===== src/rtl/branch_resolve_unit.sv =====
// Branch resolution: in-order prediction FIFO from IF to EX, predictor update, flush/redirect.
// Optional perf counters (perf_br_o, perf_miss_o) enabled by defining BRU_PERF_CNT_EN.
module branch_resolve_unit #(
    parameter int DEPTH = 4,
    parameter int IDX_W = 12
) (
    input  logic             clk,
    input  logic             rst,
    input  logic             if_push_i,
    input  logic [31:0]      if_pc_i,
    input  logic             if_pr_i,
    input  logic [31:0]      if_pr_addr_i,
    input  logic             ex_valid_i,
    input  logic [31:0]      ex_pc_i,
    input  logic             ex_is_br_i,
    input  logic             ex_taken_i,
    input  logic [31:0]      ex_target_i,
    output logic             full_o,
    output logic             flush_o,
    output logic             redirect_o,
    output logic [31:0]      redirect_pc_o,
    output logic             upd_v_o,
    output logic [IDX_W-1:0] upd_idx_o,
    output logic             upd_hit_o,
    output logic             upd_inv_o,
    output logic [31:0]      upd_target_o,
    output logic             err_o
`ifdef BRU_PERF_CNT_EN
    ,
    output logic [31:0]      perf_br_o,
    output logic [31:0]      perf_miss_o
`endif
);
    localparam int PW = $clog2(DEPTH);
    localparam int CW = PW + 1;

    logic [31:0]      pc_q   [DEPTH];
    logic [31:0]      pc_d   [DEPTH];
    logic [31:0]      addr_q [DEPTH];
    logic [31:0]      addr_d [DEPTH];
    logic [DEPTH-1:0] pr_q, pr_d;
    logic [PW-1:0]    rd_q, rd_d, wr_q, wr_d;
    logic [CW-1:0]    cnt_q, cnt_d;
    logic             err_q, err_d;
    logic             flush_q, flush_d;
    logic [31:0]      rpc_q, rpc_d;
    logic             upd_v_q, upd_v_d;
    logic [IDX_W-1:0] upd_idx_q, upd_idx_d;
    logic             upd_hit_q, upd_hit_d;
    logic             upd_inv_q, upd_inv_d;
    logic [31:0]      upd_tgt_q, upd_tgt_d;

    logic [31:0] head_pc, head_addr;
    logic        head_pr, full, pop, push_ok, correct, mispred;

    always_comb begin
        head_pc   = pc_q[rd_q];
        head_addr = addr_q[rd_q];
        head_pr   = pr_q[rd_q];
        full      = (cnt_q == CW'(DEPTH));
        pop       = ex_valid_i && (cnt_q != '0);
        correct   = (!ex_is_br_i && !head_pr)
                  | (ex_is_br_i && !ex_taken_i && !head_pr)
                  | (ex_is_br_i && ex_taken_i && head_pr
                     && (ex_target_i == head_addr));
        mispred   = pop && !correct;
        // the flush cycle's fetch is a killed younger instruction too
        push_ok   = if_push_i && !flush_q && !mispred && (!full || pop);

        pc_d   = pc_q;
        addr_d = addr_q;
        pr_d   = pr_q;
        rd_d   = rd_q;
        wr_d   = wr_q;
        cnt_d  = cnt_q;
        err_d  = err_q
               | (ex_valid_i && (cnt_q == '0))
               | (pop && (ex_pc_i != head_pc))
               | (if_push_i && full && !pop && !flush_q);

        if (mispred) begin
            rd_d  = '0;
            wr_d  = '0;
            cnt_d = '0;
        end else begin
            if (pop) rd_d = rd_q + 1'b1;
            if (push_ok) begin
                pc_d[wr_q]   = if_pc_i;
                addr_d[wr_q] = if_pr_addr_i;
                pr_d[wr_q]   = if_pr_i;
                wr_d         = wr_q + 1'b1;
            end
            cnt_d = cnt_q + CW'(push_ok) - CW'(pop);
        end

        flush_d   = mispred;
        rpc_d     = '0;
        if (mispred)
            rpc_d = (ex_is_br_i && ex_taken_i) ? ex_target_i : head_pc + 32'd4;
        upd_v_d   = pop && (ex_is_br_i || head_pr);
        upd_idx_d = upd_v_d ? head_pc[IDX_W-1:0] : '0;
        upd_hit_d = upd_v_d && correct;
        upd_inv_d = pop && !ex_is_br_i && head_pr;
        upd_tgt_d = upd_v_d ? ex_target_i : '0;
    end

    always_ff @(posedge clk) begin
        pc_q   <= pc_d;
        addr_q <= addr_d;
        pr_q   <= pr_d;
        if (rst) begin
            rd_q      <= '0;
            wr_q      <= '0;
            cnt_q     <= '0;
            err_q     <= 1'b0;
            flush_q   <= 1'b0;
            rpc_q     <= '0;
            upd_v_q   <= 1'b0;
            upd_idx_q <= '0;
            upd_hit_q <= 1'b0;
            upd_inv_q <= 1'b0;
            upd_tgt_q <= '0;
        end else begin
            rd_q      <= rd_d;
            wr_q      <= wr_d;
            cnt_q     <= cnt_d;
            err_q     <= err_d;
            flush_q   <= flush_d;
            rpc_q     <= rpc_d;
            upd_v_q   <= upd_v_d;
            upd_idx_q <= upd_idx_d;
            upd_hit_q <= upd_hit_d;
            upd_inv_q <= upd_inv_d;
            upd_tgt_q <= upd_tgt_d;
        end
    end

    assign full_o        = full;
    assign flush_o       = flush_q;
    assign redirect_o    = flush_q;
    assign redirect_pc_o = rpc_q;
    assign upd_v_o       = upd_v_q;
    assign upd_idx_o     = upd_idx_q;
    assign upd_hit_o     = upd_hit_q;
    assign upd_inv_o     = upd_inv_q;
    assign upd_target_o  = upd_tgt_q;
    assign err_o         = err_q;

`ifdef BRU_PERF_CNT_EN
    logic [31:0] perf_br_q, perf_br_d, perf_miss_q, perf_miss_d;

    always_comb begin
        perf_br_d   = perf_br_q;
        perf_miss_d = perf_miss_q;
        if (pop && ex_is_br_i && (perf_br_q != '1))
            perf_br_d = perf_br_q + 32'd1;
        if (mispred && (perf_miss_q != '1))
            perf_miss_d = perf_miss_q + 32'd1;
    end

    always_ff @(posedge clk) begin
        if (rst) begin
            perf_br_q   <= '0;
            perf_miss_q <= '0;
        end else begin
            perf_br_q   <= perf_br_d;
            perf_miss_q <= perf_miss_d;
        end
    end

    assign perf_br_o   = perf_br_q;
    assign perf_miss_o = perf_miss_q;
`endif
endmodule

===== config.mk =====
export PLATFORM = sky130hd
export DESIGN_NAME = branch_resolve_unit
export DESIGN_NICKNAME = d
export VERILOG_FILES = /design/src/rtl/branch_resolve_unit.sv
export SDC_FILE = /design/constraint.sdc
export NUM_CORES = 1
export LEC_CHECK = 0
export CAP_MARGIN = 10
export CORE_MARGIN = 3
export CORE_UTILIZATION = 42
export DETAILED_ROUTE_END_ITERATION = 10
export PLACE_DENSITY = 0.65
export SYNTH_ARGS = -nofsm -noshare
export SYNTH_HDL_FRONTEND = slang
export SYNTH_SLANG_ARGS = --single-unit

===== constraint.sdc =====
create_clock -name clk -period 7.4 [get_ports clk]
set_clock_uncertainty 0.1 [all_clocks]
set_input_delay 1.11 -clock clk [delete_from_list [all_inputs] [get_ports clk]]
set_output_delay 1.11 -clock clk [all_outputs]
set_load 0.005 [all_outputs]

==> After elaboration in Yosys (flattened, before gate mapping) <==
Cells that the tools add are included.
{ "classes": {"n_lt_le_gt_ge": 6, "n_eq_ne": 3, "bitwise_logic": 9, "n_reduce_logical": 38, "n_shift": 0, "mul": 0, "muxes": 16, "addsub": 5, "n_div": 0} }
{ "op_table": {"columns": ["cell", "count"], "rows": [
  ["$bwmux 128", 2],
  ["$mux 32", 6],
  ["$bmux 32 s2", 2],
  ["$demux 32 s2", 1],
  ["$add 32x3->32 const B", 1],
  ["$eq 32x32->1", 1],
  ["$ne 32x32->1", 1],
  ["$logic_and 1x1->1", 22],
  ["$logic_not 1->1", 8],
  ["$ge 3x3->1 const B", 2],
  ["$lt 2x3->1 const B", 2],
  ["$not 2->3", 2],
  ["$reduce_or 2->1", 3],
  ["$or 1x1->1", 5],
  ["$add 2x1->2 const B", 2],
  ["$bwmux 4", 1],
  ["$add 3x1->3", 1],
  ["$eq 3x3->1 const B", 1],
  ["$logic_not 3->1", 1],
  ["$lt 3x1->1 const B", 1],
  ["$reduce_bool 3->1", 1],
  ["$sub 3x1->3", 1],
  ["$bmux 1 s2", 1],
  ["$demux 1 s2", 1],
  ["other kinds (5)", 8]
]} }
{ "word_totals": {"ram_bits": 0, "reg_bits": 348, "out_inout_bits": 83, "inputBits": 135, "word_cells": 97, "latchBits": 0, "mem_bits_ro": 0, "mem_count": 0} }

==> Logic depth before layout (Yosys ltp) <==
{ "logic_depth": {"ltp_word": 14, "ltp_mapped": 18, "mapped_depth_nobuf": 12} }

==> Least setup slack after synthesis <==
OpenSTA, ideal clock, no wires.
{ "synth_timing": {"kind": "register to register", "start": "reg rd_q[0]", "end": "reg addr_q[0] (netlist bit) (enable)", "setup_time_ns": 0.510, "t_required_ns": 6.790, "stages_incl_launch_ff": 12, "path_slack_ns": 1.239, "n_path_buf": 5, "arrival_time_ns": 5.552, "synth_period_minus_slack_ns": 6.161, "path_cell_list": "dfxtp_1 buf_6 buf_12 buf_12 buf_2 mux4_2 xnor2_1 nand4_1 nor4_1 nand4_1 buf_2 a21oi_1"} }
{ "synth_between": {"elab_chain_len": 13, "elab_cells_between_ends": 21, "classes_between": "eq/ne: 1; mux: 5; bitwise: 4; reduce/logical: 11"} }
{ "synth_rtl": {"columns": ["element", "line", "source"], "rows": [
  ["start, declared", "42", "logic [PW-1:0] rd_q, rd_d, wr_q, wr_d;"],
  ["start signal, assigned", "124", "rd_q <= rd_d;"],
  ["$not 2->3 (implied by the code)", "58", "head_addr = addr_q[rd_q];"],
  ["$bmux 32 s2", "58", null],
  ["$mux 32 (implied by the code) (2 in series)", "58", null],
  ["$eq 32x32->1", "65", "&& (ex_target_i == head_addr));"],
  ["$logic_and 1x1->1", "65", null],
  ["$or 1x1->1 *", "64", "| (ex_is_br_i && ex_taken_i && head_pr"],
  ["$logic_not 1->1 *", "66", "mispred = pop && !correct;"],
  ["$logic_and 1x1->1 *", "66", null],
  ["$logic_not 1->1", "68", "push_ok = if_push_i && !flush_q && !mispred && (!full || pop);"],
  ["$logic_and 1x1->1 (2 in series)", "68", null],
  ["$reduce_and 2->1 (no line) *", null, null],
  ["end signal, assigned", "109", "addr_q <= addr_d;"],
  ["end, declared", "39", "logic [31:0] addr_q [DEPTH];"]
]} }
Mark *: on every way between the ends. The rest lies on a longest branch, timed or not. The select of a mux whose other input is x is not followed.
A chain may end at the register's enable or synchronous reset.

==> Worst setup path in the final report <==
{ "layout_timing": {"start": "reg rd_q[0]", "end": "reg pc_q[28] (netlist bit) (enable)"} }
{ "layout_between": {"elab_chain_len": 13, "elab_cells_between_ends": 21, "classes_between": "eq/ne: 1; mux: 5; bitwise: 4; reduce/logical: 11"} }
{ "layout_rtl": {"columns": ["element", "line", "source"], "rows": [
  ["$not 2->3 (implied by the code)", "58", null],
  ["$bmux 32 s2", "58", null],
  ["$mux 32 (implied by the code) (2 in series)", "58", null],
  ["$eq 32x32->1", "65", null],
  ["$logic_and 1x1->1", "65", null],
  ["$or 1x1->1 *", "64", null],
  ["$logic_not 1->1 *", "66", null],
  ["$logic_and 1x1->1 *", "66", null],
  ["$logic_not 1->1", "68", null],
  ["$logic_and 1x1->1 (2 in series)", "68", null],
  ["$reduce_and 2->1 (no line) *", null, null],
  ["end signal, assigned", "108", "pc_q <= pc_d;"],
  ["end, declared", "37", "logic [31:0] pc_q [DEPTH];"]
]} }
Marks and branches as above.

==> out/results.tsv <==
metric	value	unit
cts_resized	0	
fin_crit	5.20	ns
synth.largest_area_cell	edfxtp_1	
yosys_warnings	0	
routed_wl	36200	um
drive_gt1_share	12.9	%
crit_path_start_kind	register	
synth_common_cells	edfxtp_1, dfxtp_1, mux4_2	
postLayoutCellArea	0.0177	sq mm
synthToLayoutAreaGrowth	27.3	%
post-route-util	55.1	%
critPathKind	reg -> reg	
yosysTopAreaCellShare	56.2	%
drtIter0Drc	754	
io_pins	218	
setup_slack	2.20	ns
portBuffers	217	
cts_buffers	38	
irDropWorstVdd	185	uV
period_share	70.2	%
drc	0	
p_sw_share	28.7	%
syn_area	0.0139	sq mm
maxSlewViolCount	0	
postCtsSetupBuffers	0	
dieArea	0.0353	sq mm
synth_seq_cells	348	
startpoint	rd_q[0]$_SDFFE_PP0P_	
via_per_inst	5.35	
ys_types	58	
antennaDiodeCount	0	
avgSynthCellArea	16.6	sq um
gp_congestion	0.810	
seq_power_share	42.8	%
clk_latency	0.51	ns
cts_tree	built	
dp_cells	1466	
async_flop_share	0	%
synth-seq-area-share	68.8	%
setup_viol_count_final	0	
grt_max_degree	47	
end_kind	register	
cts-root-buf	clkbuf_16	
die_width	188	um
syn_nets	981	
rsz0062_at_grt	false	
yosys_most_used_dff	edfxtp_1	
max-clock-path-buffers	3	
relSlewSlack	26.1	%
grt_pass1_wl	54000	um
synth_edf_count	260	
worst_slew_pin_slew	1.11	ns
core_area	0.0321	sq mm
fmax	192	MHz
grt_pass1_vias	8416	
hpwlAfterDp	25300	um
vias	8208	
status	finished clean	
wl_per_cell	23.6	um
drv_cap	0	
num-nets-final	1213	
critPathArrivalTime	5.24	ns
post_dp_cell_area	0.0165	sq mm
netlist_top_cells_area	edfxtp_1, dfxtp_1, mux4_2	
crit_required	7.44	ns
path_max_fanout	38	
antenna_left	0	
synth_cells	839	
die_y	188	um
overflow	0	
layoutNonFillerInstCount	1534	
hold_buffers	0	
htreeDepth	2	
finalHoldViolCount	0	
p_leak	5.85	nW
drt_first_pass_iters	5	
holdCritPathClass	reg -> reg	
p_per_area	325	mW/mm^2
antenna_found_initial	2	
cts.clk_slew.worst_paths	0.06	ns
worstHoldStart	wr_q[0]$_SDFFE_PP0P_	
fillers	2549	
power_switching	1.65	mW
post-place-ws	2.25	ns
rr_startpoint	rd_q[0]$_SDFFE_PP0P_	
tns	0	ns
comb_power_share	26.5	%
grt_util_all_layers	20.4	%
clock_sinks	348	
std_cell_rows	65	
p_int	4.10	mW
clkPwrFrac	30.7	%
initial_core_util	43.3	%
yosysMostFrequentCell	edfxtp_1	
-- cell usage in the layout (no fill, tap or decap), types with 7 or more instances in the layout --
cell type          n
nor2_1            23
inv_1             12
dfxtp_1           86
a21oi_1            8
clkbuf_1          15
nand2_1           27
nor4_1            16
nand3_1            7
nor3_1            34
xnor2_1           39
nand4_1           16
mux4_2            54
and2_1            48
clkbuf_16         39
a211oi_1          11
clkdlybuf4s50_1  217
xor2_1            38
buf_4             16
mux2i_1           24
edfxtp_1         260
-- power by group through the flow --
stage               combinational (mW)  clock [mW]  sequential (mW)
finish                            1.52        1.76             2.46
global route                      1.64        1.88             2.49
CTS                               1.54        1.80             2.47
detailed placement                1.53           0             2.51
global placement                  1.52           0             2.50
floorplan                         1.01           0             2.47
-- per-layer routing --
metal	track usage [%]	up-vias	part of all wire [%]
li1	-	3723	-
met1	27.8	4112	43
met2	34.0	327	48
met3	4.21	44	6.9
met4	4.53	2	1.7
met5	0	-	0.036
-- kinds of logic (layout without fill, tap and decap cells) --
kind of cell	after synthesis	after routing	share of synthesized area [%]
buffers and inverters	53	313	2.19
adder cells (fa/ha/maj)	7	7	0.684
flip-flops	348	348	68.8
XOR/XNOR	77	77	4.85
multiplexers	87	87	11.7
AO/OA/AOI/OAI	63	63	3.24
AND/OR/NAND/NOR	204	204	8.47
-- stage by stage --
stage                     hold slack, ns  power (mW)
after floorplan                    0.440        3.48
after global placement             0.471        4.01
after detailed placement           0.490        4.04
after CTS                          0.498        5.81
after global routing               0.545        6.01
final                              0.496        5.75
-- area by class of cell --
cell class	count	area, sq um	area share [%]
clock buffer	58	1080	6.09
sequential	348	9570	54.1
timing repair buffer	233	2290	13.0
multi-input combinational	438	4080	23.0
inverter	12	45.0	0.254
clock inverter	10	90.1	0.509
tap	435	544	3.08
-- sequential cells by signal, indices dropped and copies added (netlist names) --
name           flops
upd_idx_o         12
upd_v_o            1
upd_inv_o          1
err_o              1
cnt_q              3
upd_hit_o          1
upd_target_o      32
rd_q               2
redirect_pc_o     32
pc_q             128
wr_q               2
flush_o            1
addr_q           128
pr_q               4
-- worst paths after layout --
path                     endpoint  slack, ns  depth (start not counted)
min reg2reg  wr_q[0]$_SDFFE_PP0P_       0.50                          2
min          wr_q[0]$_SDFFE_PP0P_       0.50                          2
max reg2reg    pc_q[28]$_DFFE_PP_       2.20                          8
max            pc_q[28]$_DFFE_PP_       2.20                          8
-- critical path, stage by stage (launching register included) --
cell     delay (ns)
dfxtp_4        0.74
buf_4          0.60
mux4_2         0.59
xnor2_1        0.14
nand4_1        0.12
nor4_1         0.67
nand4_1        0.89
a21oi_4        0.36
buf_4          0.51
(Power assumes the default switching activity.)
==> RTL change 1, RTL diff (config.mk and constraints unchanged) <==
Register the input `ex_target_i` before use. The logic sees it one clock later. The other inputs are not delayed to match.
--- a/src/rtl/branch_resolve_unit.sv
+++ b/src/rtl/branch_resolve_unit.sv
@@ -35,4 +35,10 @@
     localparam int CW = PW + 1;
 
+    logic [31:0] ex_target_q;
+
+    always_ff @(posedge clk) begin
+        ex_target_q <= ex_target_i;
+    end
+
     logic [31:0]      pc_q   [DEPTH];
     logic [31:0]      pc_d   [DEPTH];
@@ -63,5 +69,5 @@
                   | (ex_is_br_i && !ex_taken_i && !head_pr)
                   | (ex_is_br_i && ex_taken_i && head_pr
-                     && (ex_target_i == head_addr));
+                     && (ex_target_q == head_addr));
         mispred   = pop && !correct;
         // the flush cycle's fetch is a killed younger instruction too
@@ -97,10 +103,10 @@
         rpc_d     = '0;
         if (mispred)
-            rpc_d = (ex_is_br_i && ex_taken_i) ? ex_target_i : head_pc + 32'd4;
+            rpc_d = (ex_is_br_i && ex_taken_i) ? ex_target_q : head_pc + 32'd4;
         upd_v_d   = pop && (ex_is_br_i || head_pr);
         upd_idx_d = upd_v_d ? head_pc[IDX_W-1:0] : '0;
         upd_hit_d = upd_v_d && correct;
         upd_inv_d = pop && !ex_is_br_i && head_pr;
-        upd_tgt_d = upd_v_d ? ex_target_i : '0;
+        upd_tgt_d = upd_v_d ? ex_target_q : '0;
     end
 
Formal check against the unedited RTL: not equivalent (a bounded check fails within 4 cycles, from zero or initial values and one cycle with rst high).
==> RTL change 1 against the unedited design <==
Sequential power is 8.5% higher. First-iteration DRC count is 22% lower. Global-route usage is 0.77 points lower. Design area is 3.6% higher. Sequential cell count is 32 higher. Hold slack worse by 0.070 ns. Wire length is 0.22% lower. Area after synthesis is 3.5% higher. Final cell count is 2.3% higher. Power is 4.0% higher. Setup slack better by 0.11 ns.
==> RTL change 1: results (changes against the unedited design) <==
- Top sig layer: met4 (was met5)
- Routed len/inst: 23.03 um (was 23.62 um)
- CP max FO: 42 (was 38)
- Initial drt markers: 590 (was 754)
- CP arrival: 5.20 ns (was 5.24 ns)
- Area of placed instances: 0.01705 mm^2 (was 0.01653 mm^2)
- Inst Count DP: 1,494 (was 1,466)
- GP Congestion: 0.8256 (was 0.8099)
- Period utilization: 68.78% (was 70.20%)
- Met3 WL: 2871 um (was 2517 um)
- # nets final: 1,230 (was 1,213)
- Unique masters post-synth: 55 (was 58)
- Skew-Pair Late Insertion Delay: 0.53 ns (was 0.51 ns)
- Met2 wire length: 16,900 um (was 17,560 um)
- Post-Synth XOR/XNOR Area: 5.903% (was 4.851%)
- Place WS: 2.203 ns (was 2.248 ns)
- Layout cells sized above 1: 12.95% (was 12.92%)
- First-pass GRT wire length: 52,850 um (was 53,990 um)
- Worst path max stage delay: 0.94 ns (was 0.89 ns)
- Post-synthesis adder-cell area fraction: 0.6607% (was 0.6839%)
- All-Layer GR Usage: 19.65% (was 20.41%)
- Commonest cells in the netlist: edfxtp_1 (260), dfxtp_1 (120), xnor2_1 (61), mux4_2 (52), and2_1 (48) (was edfxtp_1 (260), dfxtp_1 (88), mux4_2 (54), and2_1 (48), xnor2_1 (39))
- Worst reg-to-reg path cell count: 9 (was 8)
- Syn Nets: 994 (was 981)
- CP endpoint: pc_q[121] (was pc_q[28])
- Global-route met1 utilization: 28.25% (was 27.84%)
- P_leak: 6.092 nW (was 5.849 nW)
- Top cells by area, synth: edfxtp_1 (54%), dfxtp_1 (17%), mux4_2 (8.1%) (was edfxtp_1 (56%), dfxtp_1 (13%), mux4_2 (8.7%))
- Mux cell area share after synthesis: 10.41% (was 11.74%)
- Met3 usage: 4.126% (was 4.206%)
- Wl on met1: 15,720 um (was 15,530 um)
- Outcome: finished, final reports clean (unchanged)
- WHS: 0.4259 ns (was 0.4955 ns)
- Number of global-route vias before repair: 8,158 (was 8,416)
- Post-DR vias/cell: 5.146 (was 5.351)
- Hold Path Origin: ex_target_q[4] (was wr_q[0])
- Met2 usage: 31.00% (was 34.05%)
- Sw Pwr: 1.660 mW (was 1.649 mW)
==> RTL change 1: changes by cell type in the layout (fill, tap and decap cells not counted), sizes merged, moves of 9 or more <==
cell	before	now
dfxtp	88	120
nor3	34	8
nor2	23	46
xnor2	39	61
a211oi	11	29
clkinv	4	17
nor4	16	7
==> RTL change 1: final cells by class <==
cell class | count | area (um^2)
clock inverter | 23 | 195.2
multi-input combinational | 429 | 3944
tap | 448 | 560.5
clock buffer | 51 | 1084
sequential | 380 | 10210
inverter | 10 | 37.54
fill | 2647 | 15280
timing repair buffer | 227 | 2297
antenna | 2 | 5.005
==> RTL change 1: power groups by stage <==
| stage | sequential, mW | combinational, mW | clock, mW |
|---|---|---|---|
| 2_1_floorplan | 2.65 | 0.952 | 0 |
| 3_3_place_gp | 2.71 | 1.37 | 0 |
| 3_5_place_dp | 2.71 | 1.38 | 0 |
| 4_1_cts | 2.67 | 1.39 | 1.97 |
| 5_1_grt | 2.69 | 1.47 | 2.07 |
| 6_report | 2.67 | 1.37 | 1.94 |
==> RTL change 2, RTL diff (config.mk and constraints unchanged) <==
Made on the original files. Change the parameter `DEPTH` from 4 to 8.
--- a/src/rtl/branch_resolve_unit.sv
+++ b/src/rtl/branch_resolve_unit.sv
@@ -2,5 +2,5 @@
 // Optional perf counters (perf_br_o, perf_miss_o) enabled by defining BRU_PERF_CNT_EN.
 module branch_resolve_unit #(
-    parameter int DEPTH = 4,
+    parameter int DEPTH = 8,
     parameter int IDX_W = 12
 ) (
Check against the original RTL: no difference found for any inputs over 4 cycles, from zero or initial values and one cycle with rst high; that may be too few to reach the edited logic, so the function may still have changed.
==> RTL change 2 against the unedited design <==
Design area increased by 67%. Via count increased by 60%. Setup slack got worse by 0.41 ns. Area after synthesis increased by 74%. Power increased by 67%. Global-route usage increased by 0.15 points. Wire length increased by 70%. Sequential cell count increased by 263. Die area increased by 71%.
==> RTL change 2: results (changes against the unedited design) <==
- Outcome: finished, final reports clean (unchanged)
- Vias: 13,140 (was 8,208)
- Biggest registers after layout: addr_q x256, pc_q x256 (was addr_q x128, pc_q x128)
- Area of placed instances: 0.02733 mm^2 (was 0.01653 mm^2)
- Hold Path Origin: err_o (was wr_q[0])
- First-pass GRT wire length: 90,360 um (was 53,990 um)
- Routed len/inst: 25.94 um (was 23.62 um)
- Top cells by area, synth: edfxtp_1 (65%), mux4_2 (10%), dfxtp_1 (7.5%) (was edfxtp_1 (56%), dfxtp_1 (13%), mux4_2 (8.7%))
- Unique masters post-synth: 59 (was 58)
- NonClk Buf Share: 8.544% (was 12.95%)
- Post-synth EDFFs: 520 (was 260)
- Post-layout min period: 5.607 ns (was 5.195 ns)
- Syn Nets: 1,447 (was 981)
- Layout cells sized above 1: 18.56% (was 12.92%)
- Syn Inst Count: 1,303 (was 839)
- Maximum VDD drop: 0.2297 mV (was 0.1852 mV)
- Clock network area share: 7.323% (was 6.603%)
- Mux cell area share after synthesis: 14.84% (was 11.74%)
- Post-DR vias/cell: 5.533 (was 5.351)
- Post-Synth XOR/XNOR Area: 3.004% (was 4.851%)
- Inst Count DP: 2,257 (was 1,466)
- Ant. Diodes: 3 (was 0)
- Yosys reg bits: 611 (was 348)
- Largest net degree at the start of global routing: 59 (was 47)
- Number of global-route vias before repair: 13,570 (was 8,416)
- P_leak: 9.476 nW (was 5.849 nW)
- CP max FO: 53 (was 38)
- Flop-to-flop setup slack: 1.79 ns (was 2.20 ns)
- Place WS: 1.742 ns (was 2.248 ns)
- Inverters excl. clock: 13 (was 12)
- Post-synthesis adder-cell area fraction: 0.4964% (was 0.6839%)
- Clkbuf count: 74 (was 58)
- Non-Clock Buffer Count: 260 (was 233)
- Worst Tran Pin Value: 1.132 ns (was 1.108 ns)
- Worst reg-to-reg path cell count: 11 (was 8)
- Seq/Total Area, Yosys: 72.07% (was 68.83%)
- FF+latch area: 0.01745 mm^2 (was 0.009574 mm^2)
- Fraction of area in registers: 59.16% (was 54.09%)
- Synth Area in Compound Gates: 1.950% (was 3.240%)
- Worst reg2reg path endpoint: pc_q[202] (was pc_q[28])
- All-Layer GR Usage: 20.57% (was 20.41%)
- Final Core Density: 52.00% (was 55.10%)
- Multi-input gates: 617 (was 438)
- Worst path slowest cell: buf_4 (was nand4_1)
- Hold endpoint: err_o (was wr_q[0])
- Fill cells: 4,514 (was 2,549)
- Initial antenna violation count: 6 (was 2)
- HPWL after detailed placement: 40,160 um (was 25,290 um)
- Area Growth Syn to Fin: 21.89% (was 27.30%)
==> RTL change 2: changes by cell type in the layout (fill, tap and decap cells not counted), moves of 9 or more <==
cell       before  now
nor3_2          0    9
nor3_1         34   20
mux2i_1        24   73
nand2_1        27   54
and2_1         48   35
buf_4          16   41
edfxtp_1      260  520
clkinv_2        3   12
xnor2_1        39   60
xor2_1         38   23
nor2_1         23   60
clkbuf_1       15    4
clkbuf_16      39   64
mux4_2         54  111
==> RTL change 2: power breakdown <==
group	switching [mW]	internal, mW	leakage, nW	total (mW)
combinational	1.22	0.983	2.98	2.21
sequential	0.126	4.03	5.45	4.15
clock	1.30	1.94	1.05	3.24
total	2.65	6.95	9.48	9.60
==> RTL change 2: routing by layer <==
| layer | share of wire [%] | global-route usage [%] | wire [um] |
|---|---|---|---|
| met1 | 42 | 29.01 | 25990 |
| met2 | 46 | 31.97 | 28510 |
| met3 | 9.3 | 5.104 | 5701 |
| met4 | 2.2 | 5.714 | 1373 |
| met5 | 0.045 | 0 | 28 |
